## src/rtl/cpu_pkg.sv

```systemverilog
// Shared types for the decode-stage hazard/bypass scoreboard.
package cpu_pkg;

  localparam int CPU_REG_W   = 5;
  localparam int CPU_LAT_W   = 2;
  localparam int BYP_REGFILE = 0;

  typedef struct packed {
    logic                 valid;
    logic [CPU_REG_W-1:0] reg_d;
    logic [CPU_LAT_W-1:0] cnt;
  } sb_entry_t;

endpackage

```

## src/rtl/cpu_bypass_match.sv

```systemverilog
// Combinational priority matcher: youngest in-flight writer of one source operand.
// Returns the bypass stage (0 = register file) or a hazard if that writer is not ready.
module cpu_bypass_match
  import cpu_pkg::*;
#(
  parameter int DEPTH = 2,
  parameter int SEL_W = $clog2(DEPTH + 1)
) (
  input  sb_entry_t [DEPTH-1:0] i_entries,
  input  logic [CPU_REG_W-1:0]  i_reg,
  input  logic                  i_use,
  output logic [SEL_W-1:0]      o_sel,
  output logic                  o_hazard
);

  logic w_found;

  // Index 0 is S1, so the first hit in ascending order is the youngest writer.
  always_comb begin
    o_sel    = SEL_W'(BYP_REGFILE);
    o_hazard = 1'b0;
    w_found  = 1'b0;
    if (i_use && (i_reg != '0)) begin
      for (int k = 0; k < DEPTH; k++) begin
        if (!w_found && i_entries[k].valid && (i_entries[k].reg_d == i_reg)) begin
          w_found = 1'b1;
          if (i_entries[k].cnt == '0) o_sel = SEL_W'(k + 1);
          else                        o_hazard = 1'b1;
        end
      end
    end
  end

endmodule

```

## src/rtl/cpu_scoreboard.sv

```systemverilog
// Decode-stage scoreboard: tracks in-flight writes over DEPTH stages, drives bypass selects and bubble.
// Optional bubble counter output stat_bubbles under `CPU_SCOREBOARD_STATS_EN.
module cpu_scoreboard
  import cpu_pkg::*;
#(
  parameter  int DEPTH       = 2,
  parameter  int REG_W       = CPU_REG_W,
  parameter  int LAT_W       = CPU_LAT_W,
  parameter  int FLUSH_DEPTH = 2,
  localparam int SEL_W       = $clog2(DEPTH + 1)
) (
  input  logic             clock,
  input  logic             reset,
  input  logic             stall,
  input  logic             flush,
  input  logic             iss_valid,
  input  logic [REG_W-1:0] iss_reg_a,
  input  logic             iss_use_a,
  input  logic [REG_W-1:0] iss_reg_b,
  input  logic             iss_use_b,
  input  logic [REG_W-1:0] iss_reg_d,
  input  logic             iss_write_en,
  input  logic [LAT_W-1:0] iss_latency,
  output logic             bubble,
  output logic [SEL_W-1:0] byp_sel_a,
  output logic [SEL_W-1:0] byp_sel_b,
  output logic [REG_W-1:0] wb_reg_d,
  output logic             wb_write_en
`ifdef CPU_SCOREBOARD_STATS_EN
  ,
  output logic [31:0]      stat_bubbles
`endif
);

  // The entry type is fixed by the package, so the widths must agree with it.
  if (REG_W != CPU_REG_W || LAT_W != CPU_LAT_W) begin : g_width_check
    $error("cpu_scoreboard: REG_W/LAT_W must match cpu_pkg");
  end

  sb_entry_t [DEPTH-1:0] r_stage;
  sb_entry_t [DEPTH-1:0] w_dec;
  sb_entry_t [DEPTH-1:0] w_next;
  sb_entry_t             w_issue;
  logic                  w_haz_a;
  logic                  w_haz_b;

  cpu_bypass_match #(.DEPTH(DEPTH), .SEL_W(SEL_W)) u_match_a (
    .i_entries (r_stage),
    .i_reg     (iss_reg_a),
    .i_use     (iss_use_a),
    .o_sel     (byp_sel_a),
    .o_hazard  (w_haz_a)
  );

  cpu_bypass_match #(.DEPTH(DEPTH), .SEL_W(SEL_W)) u_match_b (
    .i_entries (r_stage),
    .i_reg     (iss_reg_b),
    .i_use     (iss_use_b),
    .o_sel     (byp_sel_b),
    .o_hazard  (w_haz_b)
  );

  assign bubble = iss_valid & ~flush & (w_haz_a | w_haz_b);

  always_comb begin
    w_issue.valid = iss_valid & iss_write_en & (iss_reg_d != '0) & ~bubble & ~flush;
    w_issue.reg_d = iss_reg_d;
    w_issue.cnt   = iss_latency;
  end

  // Counters run every cycle, even while stalled, so a held load still becomes ready.
  always_comb begin
    w_dec = r_stage;
    for (int k = 0; k < DEPTH; k++) begin
      if (r_stage[k].valid && (r_stage[k].cnt != '0)) w_dec[k].cnt = r_stage[k].cnt - 1'b1;
    end
  end

  always_comb begin
    w_next = w_dec;
    if (!stall) begin
      w_next[0] = w_issue;
      for (int k = 1; k < DEPTH; k++) w_next[k] = w_dec[k-1];
    end
    if (flush) begin
      for (int k = 0; k < FLUSH_DEPTH; k++) w_next[k].valid = 1'b0;
    end
  end

  always_ff @(posedge clock or posedge reset) begin
    if (reset) r_stage <= '0;
    else       r_stage <= w_next;
  end

  assign wb_reg_d    = r_stage[DEPTH-1].reg_d;
  assign wb_write_en = r_stage[DEPTH-1].valid;

`ifdef CPU_SCOREBOARD_STATS_EN
  logic [31:0] r_stat_bubbles;

  always_ff @(posedge clock or posedge reset) begin
    if (reset)                r_stat_bubbles <= '0;
    else if (bubble && !stall) r_stat_bubbles <= r_stat_bubbles + 32'd1;
  end

  assign stat_bubbles = r_stat_bubbles;
`endif

  always @(posedge clock) begin
    if (!reset) begin
      assert (!(iss_valid && (int'(iss_latency) > DEPTH - 1)))
        else $error("cpu_scoreboard: iss_latency %0d exceeds DEPTH-1", iss_latency);
      assert (!(r_stage[DEPTH-1].valid && (r_stage[DEPTH-1].cnt != '0)))
        else $error("cpu_scoreboard: writeback entry still has latency pending");
    end
  end

endmodule

```

## config.mk

```make
export PLATFORM = sky130hd
export DESIGN_NAME = cpu_scoreboard
export DESIGN_NICKNAME = d
export VERILOG_FILES = /design/src/rtl/cpu_pkg.sv /design/src/rtl/cpu_bypass_match.sv /design/src/rtl/cpu_scoreboard.sv
export SDC_FILE = /design/constraint.sdc
export NUM_CORES = 1
export LEC_CHECK = 0
export CORE_MARGIN = 3
export CORE_UTILIZATION = 42
export DETAILED_ROUTE_END_ITERATION = 16
export PLACE_DENSITY = 0.74
export SLEW_MARGIN = 10
export SYNTH_ARGS = -nofsm -noshare
export SYNTH_HDL_FRONTEND = slang
export SYNTH_SLANG_ARGS = --single-unit
```

## constraint.sdc

```tcl
create_clock -name clock -period 2.94 [get_ports clock]
set_input_delay 0.882 -clock clock [delete_from_list [all_inputs] [get_ports clock]]
set_output_delay 0.882 -clock clock [all_outputs]
set_load 0.02 [all_outputs]
```

==> results.sh, run 1 <==
export IMPL_die_h_um=56.71
export IMPL_timing_hold_ws_ps=612.7
export IMPL_fillers=177
export IMPL_wl_per_cell_um=15.85
export IMPL_setup_viol=5
export IMPL_relSlewSlack_pct=60.79
export IMPL_yosysUniqueCellTypes=29
export IMPL_crit_required_ps=2060
export IMPL_num_vias=940
export IMPL_ioPinCount=36
export IMPL_drc=0
export IMPL_violations="negative setup slack"
export IMPL_ff2ff_setup_slack_ps=1060
export IMPL_syn_num_nets=130
export IMPL_num_antenna_cells=0
export IMPL_cts_hold_buf=0
export IMPL_synth_top_cell_area_share_pct=37.08
export IMPL_synthTopCellsByCount="16 x dfrtp_1, 16 x xor2_1, 9 x mux2_1"
export IMPL_drt_pre_antenna_iters=4
export IMPL_worstHoldPathCells=2
export IMPL_power_leakage_uw=0.0007371
export IMPL_syn_area_sq_um=1080
export IMPL_fin_nets=184
export IMPL_fmax_mhz=313.5
export IMPL_finalCoreUtilization_pct=74.15
export IMPL_worstRegToRegCells=7
export IMPL_setup_worst_path_class="input port to primary output"
export IMPL_grt_pass1_vias=1005
export IMPL_worstReg2RegEnd="r_stage[7]"
export IMPL_dp_hpwl_um=2174
export IMPL_period_needed_ps=3190
export IMPL_p_per_area_nw_per_um2=364.3
export IMPL_synth_flop_cell="dfrtp_1"
export IMPL_path_clk_slew_ps=80
export IMPL_dp_slack_ps=-1118
export IMPL_synth_edf_count=0
export IMPL_area_growth_pct=59.21
export IMPL_synth_top_cell_by_area="dfrtp_1"
export IMPL_worstPathMaxFanout=3
export IMPL_yosysWarningCount=0
export IMPL_clock_sinks=16
export IMPL_register_area_sq_um=400.4
export IMPL_ys_seq_area_share_pct=37.08
export IMPL_overflow=0
export IMPL_routed_wl_um=2900
export IMPL_drv_cap=0
export IMPL_worstMarginPinSlew_ps=587.5
export IMPL_die_w_um=56.71
export IMPL_synth_area_leaders="dfrtp_1 37%, xor2_1 13%, mux2_1 9.4%"
export IMPL_ys_ff_latch=16
export IMPL_finalHoldViolCount=0
export IMPL_htree_levels=1
export IMPL_peakVddDrop_v=0.0002624
export IMPL_initial_core_util_pct=46.57
export IMPL_grt_pass1_wl_um=4685
export IMPL_vias_per_cell=5.137
export IMPL_antenna_found_initial=0
export IMPL_die_area_sq_um=3215
export IMPL_crit_arrival_ps=2310
export IMPL_fin_area_sq_um=1719
export IMPL_numCtsBuffers=3
export IMPL_status="complete, but fails checks"
export IMPL_drt_antenna_violating_nets=0
export IMPL_reg2reg_from="wb_reg_d[2]"
export IMPL_cts_buffer_depth=2
export IMPL_cts_root_buf="clkbuf_4"
export IMPL_rsz0062_at_grt="true"
export IMPL_worstHoldEndpoint="r_stage[8]"
export IMPL_multi_input_area_sq_um=709.4
export IMPL_min_from="r_stage[8]"
export IMPL_drt_iter0_markers=31
export IMPL_place_area_sq_um=1551
export IMPL_layout_drive_gt1_share_pct=38.71
export IMPL_port_buffers=35
export IMPL_cp_end_kind="primary output"
export IMPL_start_kind="input port"
export IMPL_total_power_uw=626.3
export IMPL_holdCritPathClass="flop to flop"
export IMPL_setup_ws_ps=-250.1
export IMPL_ys_async_sr_fraction_pct=100.0
export IMPL_core_area_sq_um=2318
export IMPL_gp_congestion=0.8179
export IMPL_fin_skew_ps=3.496
export IMPL_insertion_delay_ps=280
export IMPL_syn_area_per_cell_sq_um=10.48
export IMPL_grt_max_degree=17
export IMPL_fin_crit_sh_pct=108.5
export IMPL_synthCells=103
export IMPL_grt_use_total_pct=18.77
export IMPL_cts_tree="yes"
export IMPL_rows=17
export IMPL_slew_violations=0
registers in the layout, summed over array words and instances (netlist names):
signal / cells
r_stage: 10
wb_reg_d: 5
wb_write_en: 1
kinds of logic after synthesis:
logic type               synth area share [%]
AND/OR/NAND/NOR                         15.41
AO/OA/AOI/OAI                           6.951
XOR/XNOR                                17.84
buffers and inverters                   5.910
adder cells (fa/ha/maj)                 2.317
multiplexers                            14.48
flip-flops                              37.08
final cells by class:
type                    instances  area share [%]
flip-flops and latches         16           23.29
inverters                       5           1.092
repair buffers                 56           31.00
clock buffers                   3           1.310
well taps                      28           2.038
multi-input cells              75           41.27
metrics by stage:
stage | setup TNS, ps | std cells
finish | -550.3 | 183
floorplan | 0 | 103
CTS | -607.0 | 183
global route | -917.7 | 183
global placement | -4430 | 176
detailed placement | -4632 | 176
worst max path at each step:
stage,startpoint,to,slack [ps],cells past startpoint
2_1_floorplan,iss_reg_a[3],bubble,5,5
3_3_place_gp,iss_reg_a[3],bubble,-1070,7
3_5_place_dp,iss_reg_a[3],bubble,-1120,7
4_1_cts,iss_reg_a[0],bubble,-290,9
5_1_grt,iss_reg_a[4],bubble,-350,8
6_report,iss_reg_a[2],bubble,-250,8
timing repair:
action                     in CTS  in global routing
resized for setup              94                  9
pin swaps                      19                 11
setup endpoints to repair       5                  5
buffers inserted                4                  0
worst max-delay path: stages:
cell,delay (ps)
buf_2,130
xor2_1,160
nor4_2,340
nand3_1,170
nor3b_4,220
o21bai_2,120
a21oi_2,160
buf_6,130
layout by cell type (no fill, tap or decap), types with 4 or more instances in the layout:
| cell type | n |
|---|---|
| dfrtp_1 | 16 |
| xor2_1 | 14 |
| buf_6 | 12 |
| mux2_2 | 4 |
| clkdlybuf4s50_1 | 20 |
| buf_4 | 17 |
| mux2_1 | 9 |
| inv_1 | 5 |
| xnor2_1 | 6 |
routing by layer:
layer	routed length, um	part of all wire [%]	global-route usage [%]	vias up
met5	0	0	0	-
met4	87	3.0	8.136	0
met3	192	6.6	2.989	9
met2	1367	47	31.19	42
met1	1253	43	23.76	431
li1	-	-	-	458
power by group:
group | leakage (uW) | internal [uW] | total [uW] | switching, uW
Sequential | 0.000191 | 247 | 280 | 33.0
Clock | 0.0000138 | 47.6 | 112 | 64.6
Combinational | 0.000532 | 134 | 234 | 100
Total | 0.000737 | 428 | 626 | 198
Power figures use the tool's default switching activity.
==> run 2: changes to the inputs <==
Settings changed: CTS_BUF_LIST set to sky130_fd_sc_hd__clkbuf_2 sky130_fd_sc_hd__clkbuf_4 sky130_fd_sc_hd__clkbuf_8, DONT_BUFFER_PORTS set to 1, PLACE_DENSITY 0.74 to 0.56.
==> run 2 against run 1 <==
The flow still finishes with violations (negative setup slack). Clock skew is 2.1 ps lower. Combinational power down 51%. Fmax rose by 5.3%. Register-to-register slack worse by 590 ps. Sequential cell count unchanged. Global-route usage fell by 3.2 points. Largest cell class unchanged. Highest routed layer unchanged.
==> results.sh, run 2 (same netlist as run 1, synthesis figures left out) <==
export IMPL_instances_no_fill=140
export IMPL_total_power_uw=551.0
export IMPL_ioPinCount=36
export IMPL_rsz0062_at_grt="true"
export IMPL_dp_hpwl_um=1818
export IMPL_status="complete, but fails checks"
export IMPL_die_w_um=56.71
export IMPL_relSlewSlack_pct=59.11
export IMPL_rows=17
export IMPL_antenna_found_initial=0
export IMPL_setup_ws_ps=-88.44
export IMPL_mostFrequentLayoutCells="16 x xor2_1, 14 x dfrtp_1, 12 x buf_4"
export IMPL_fin_crit_sh_pct=103.0
export IMPL_num_vias=773
export IMPL_power_leakage_uw=0.0005228
export IMPL_die_area_sq_um=3215
export IMPL_wl_per_cell_um=16.32
export IMPL_crit_chain="xor2_1 > nor4_1 > and3_1 > a22oi_2 > or2_1 > a21oi_4"
export IMPL_cts_hold_buf=0
export IMPL_vias_per_cell=5.521
export IMPL_layout_drive_gt1_share_pct=27.68
export IMPL_grt_max_degree=19
export IMPL_critPathBufInv=0
export IMPL_core_area_sq_um=2318
export IMPL_slew_violations=0
export IMPL_dp_slack_ps=-91.09
export IMPL_fin_nets=140
export IMPL_finalCoreUtilization_pct=53.00
export IMPL_worstPathMaxFanout=3
export IMPL_setup_viol=1
export IMPL_setup_worst_path_class="input port to primary output"
export IMPL_clock_sinks=16
export IMPL_finalHoldViolCount=0
export IMPL_area_growth_pct=13.79
export IMPL_drt_antenna_violating_nets=0
export IMPL_peakVddDrop_v=0.0002858
export IMPL_crit_path_top_delay_cell="nor4_1"
export IMPL_drt_iter0_markers=9
export IMPL_grt_pass1_vias=851
export IMPL_routed_wl_um=2285
export IMPL_cts_tree="yes"
export IMPL_largest_reg_flops=10
export IMPL_cts_buffer_depth=2
export IMPL_numCtsBuffers=3
export IMPL_htree_levels=1
export IMPL_num_antenna_cells=0
export IMPL_period_needed_ps=3028
export IMPL_start_kind="input port"
export IMPL_initial_core_util_pct=46.57
export IMPL_drt_pre_antenna_iters=4
export IMPL_violations="negative setup slack"
export IMPL_gp_congestion=0.7642
export IMPL_grt_pass1_wl_um=3822
export IMPL_crit_arrival_ps=2150
export IMPL_holdCritPathClass="input port to async pin"
export IMPL_p_per_area_nw_per_um2=448.4
export IMPL_drc=0
export IMPL_path_clk_slew_ps=90
export IMPL_dp_cells=129
export IMPL_setup_tns_ps=-88.44
export IMPL_cp_end_kind="primary output"
export IMPL_top_register="r_stage"
export IMPL_insertion_delay_ps=280
export IMPL_drv_cap=0
export IMPL_overflow=0
export IMPL_max_stage_delay_ps=320
export IMPL_grt_use_total_pct=15.57
export IMPL_fmax_mhz=330.2
export IMPL_cts_root_buf="clkbuf_4"
export IMPL_port_buffers=0
export IMPL_final_common_cell="xor2_1"
export IMPL_die_h_um=56.71
export IMPL_cp_top_family="simple AND/OR/NAND/NOR gates"
export IMPL_worstMarginPinSlew_ps=612.7
export IMPL_crit_required_ps=2060
export IMPL_fin_skew_ps=1.443
[run 2: cell types whose count changed in the layout (fill, tap and decap cells not counted), moves of 3 or more]
cell and delta:
and3_4 -3, buf_6 -12, buf_2 -3, buf_8 -3, buf_4 -5, clkdlybuf4s50_1 -20
[run 2: through the flow]
step / hold slack, ps / instance area, sq um
3_5_place_dp: 557.9 / 1111
2_1_floorplan: 536.4 / 1084
3_3_place_gp: 544.6 / 1111
6_report: 547.1 / 1229
4_1_cts: 567.2 / 1196
5_1_grt: 588.1 / 1229
[run 2: layout make-up]
type                            instances  area [sq um]
Timing Repair Buffer                   12         90.09
Fill cell                             207          1090
Tap cell                               28         35.03
Sequential cell                        16         402.9
Multi-Input combinational cell         75         645.6
Clock buffer                            4         36.28
Inverter                                5         18.77
[run 2: where the power goes]
group	internal, uW	switching [uW]	leakage [uW]	total, uW
combinational	64.6	50.9	0.000313	115
clock	75.4	69.6	0.0000210	145
sequential	248	43.1	0.000189	291
total	387	164	0.000523	551
[run 2: layer usage]
layer  part of all wire, %  GRT usage [%]
met5                     0              0
met3                   9.5          6.667
met1                    43          18.50
met2                    45          24.59
met4                   2.0          6.102
[run 2: worst paths after layout]
| check | from | end | slack, ps | cells past startpoint |
|---|---|---|---|---|
| worst min register to register | r_stage[8] | r_stage[8] | 580 | 2 |
| min in group clock | r_stage[8] | r_stage[8] | 580 | 2 |
| max in group asynchronous | reset | wb_reg_d[2] | 1960 | 1 |
| worst min-delay path | reset | r_stage[5] | 550 | 1 |
| worst max-delay path | iss_reg_a[4] | bubble | -90 | 6 |
| worst max register to register | wb_reg_d[0] | r_stage[7] | 470 | 13 |
[run 2: timing repair]
action,in CTS,in global routing
hold endpoints to repair,0,0
pin swaps,4,3
endpoints found under the setup margin,1,3
setup buffers,6,1
resized for setup,1,10
==> run 3: changes to the inputs <==
Settings changed: CORE_MARGIN 3 to 2, CORE_UTILIZATION 42 to 40, PLACE_DENSITY 0.56 to 0.54.
==> run 3 against run 2 <==
The run still ends with negative setup slack left. Die area is 2.6% lower. Routed wire length is 3.9% lower. Total power is 6.7% lower. First-iteration DRC count is 11% higher. Fmax is 1.6% higher. Combinational power hardly changed. Sequential cell count stayed put. Worst setup slack better by 49 ps. Sequential share of layout area is 1.1 points higher. Register-to-register slack better by 520 ps. Critical path type unchanged. Largest cell class unchanged. Largest power group unchanged.
==> results.sh, run 3 (same netlist as run 1, synthesis figures left out) <==
export IMPL_status="complete, but fails checks"
export IMPL_violations="negative setup slack"
export IMPL_cp_top_family="simple AND/OR/NAND/NOR gates"
export IMPL_insertion_delay_ps=280
export IMPL_setup_tns_ps=-39.54
export IMPL_worstMarginPinSlew_ps=601.8
export IMPL_top_register="r_stage"
export IMPL_finalHoldViolCount=0
export IMPL_cts_hold_buf=0
export IMPL_overflow=0
export IMPL_grt_pass1_vias=811
export IMPL_drv_cap=0
export IMPL_place_area_sq_um=1114
export IMPL_rows=18
export IMPL_cts_root_buf="clkbuf_4"
export IMPL_power_leakage_uw=0.0004917
export IMPL_setup_viol=1
export IMPL_worstPathMaxFanout=3
export IMPL_mostFrequentLayoutCells="15 x xor2_1, 15 x dfrtp_1, 9 x mux2_1"
export IMPL_grt_use_total_pct=15.42
export IMPL_initial_core_util_pct=42.81
export IMPL_antenna_found_initial=0
export IMPL_gp_congestion=0.7233
export IMPL_crit_chain="or4_1 > o21a_1 > nor3b_2 > o21bai_2 > a21oi_4"
export IMPL_period_needed_ps=2980
export IMPL_area_growth_pct=9.850
export IMPL_numCtsBuffers=3
export IMPL_largest_reg_flops=10
export IMPL_drc=0
export IMPL_die_h_um=55.96
export IMPL_slew_violations=0
export IMPL_wl_per_cell_um=16.26
export IMPL_cts_buffer_depth=2
export IMPL_drt_iter0_markers=10
export IMPL_crit_required_ps=2060
export IMPL_critPathBufInv=0
export IMPL_fin_skew_ps=6.212
export IMPL_num_vias=757
export IMPL_core_area_sq_um=2522
export IMPL_startpoint="iss_reg_a[3]"
export IMPL_fmax_mhz=335.6
export IMPL_crit_path_top_delay_cell="or4_1"
export IMPL_die_w_um=55.96
export IMPL_holdCritPathClass="input port to async pin"
export IMPL_vias_per_cell=5.607
export IMPL_clock_sinks=16
export IMPL_cts_tree="yes"
export IMPL_p_per_area_nw_per_um2=433.4
export IMPL_fillers=250
export IMPL_setup_ws_ps=-39.54
export IMPL_num_antenna_cells=0
export IMPL_start_kind="input port"
export IMPL_layout_drive_gt1_share_pct=22.86
export IMPL_path_clk_slew_ps=90
export IMPL_grt_pass1_wl_um=3815
export IMPL_fin_nets=134
export IMPL_drt_pre_antenna_iters=4
export IMPL_die_area_sq_um=3131
export IMPL_htree_levels=1
export IMPL_fin_crit_sh_pct=101.3
export IMPL_routed_wl_um=2195
export IMPL_ff2ff_setup_slack_ps=990
export IMPL_port_buffers=0
export IMPL_ioPinCount=36
export IMPL_rsz0062_at_grt="true"
export IMPL_relSlewSlack_pct=59.83
export IMPL_max_stage_delay_ps=510
export IMPL_drt_antenna_violating_nets=0
export IMPL_crit_arrival_ps=2100
export IMPL_reg2reg_from="r_stage[6]"
export IMPL_setup_worst_path_class="input port to primary output"
export IMPL_grt_max_degree=19
export IMPL_peakVddDrop_v=0.0002772
export IMPL_cp_end_kind="primary output"
export IMPL_fin_area_sq_um=1186
==> run 3: through the flow <==
step	hold slack [ps]	setup WS (ps)	util (%)	power [uW]	instances
after floorplan	536.4	5.240	-	393.9	103
after global placement	568.7	-107.3	44.15	398.7	131
after detailed placement	563.5	-104.0	44.15	402.9	131
after CTS	560.5	-94.90	45.63	519.7	134
after global routing	582.5	-106.2	47.02	550.9	135
final	545.7	-39.54	47.02	514.0	135
==> run 3: what timing repair did <==
item,4_1_cts,5_1_grt
resized for setup,3,7
buffers inserted,0,1
setup endpoints to repair,1,2
pin swaps,0,8
==> run 3: where the power goes <==
group | internal (uW) | switching (uW)
registers | 247 | 45.2
logic | 63.1 | 48.7
clock network | 47.5 | 62.5
total | 358 | 156
==> run 3: area by class of cell <==
cell class	count	area (sq um)	share of cell area, %
Clock buffer	3	22.52	1.899
Inverter	5	18.77	1.582
Multi-Input combinational cell	75	660.6	55.70
Sequential cell	16	401.6	33.86
Tap cell	30	37.54	3.165
Timing Repair Buffer	6	45.04	3.797
==> run 3: final timing paths <==
check                      cells after the start     endpoint
max                                            5       bubble
min                                            1   r_stage[2]
max reg2reg                                    8   r_stage[7]
min reg2reg                                    2   r_stage[8]
max in group asynchronous                      1  wb_reg_d[2]
min in group clock                             2   r_stage[8]
==> run 3: routing by layer <==
layer / GRT usage [%] / wire length [um]
met5: 0 / 0
met4: 6.122 / 38
met3: 3.488 / 177
met2: 24.49 / 964
met1: 20.35 / 1015
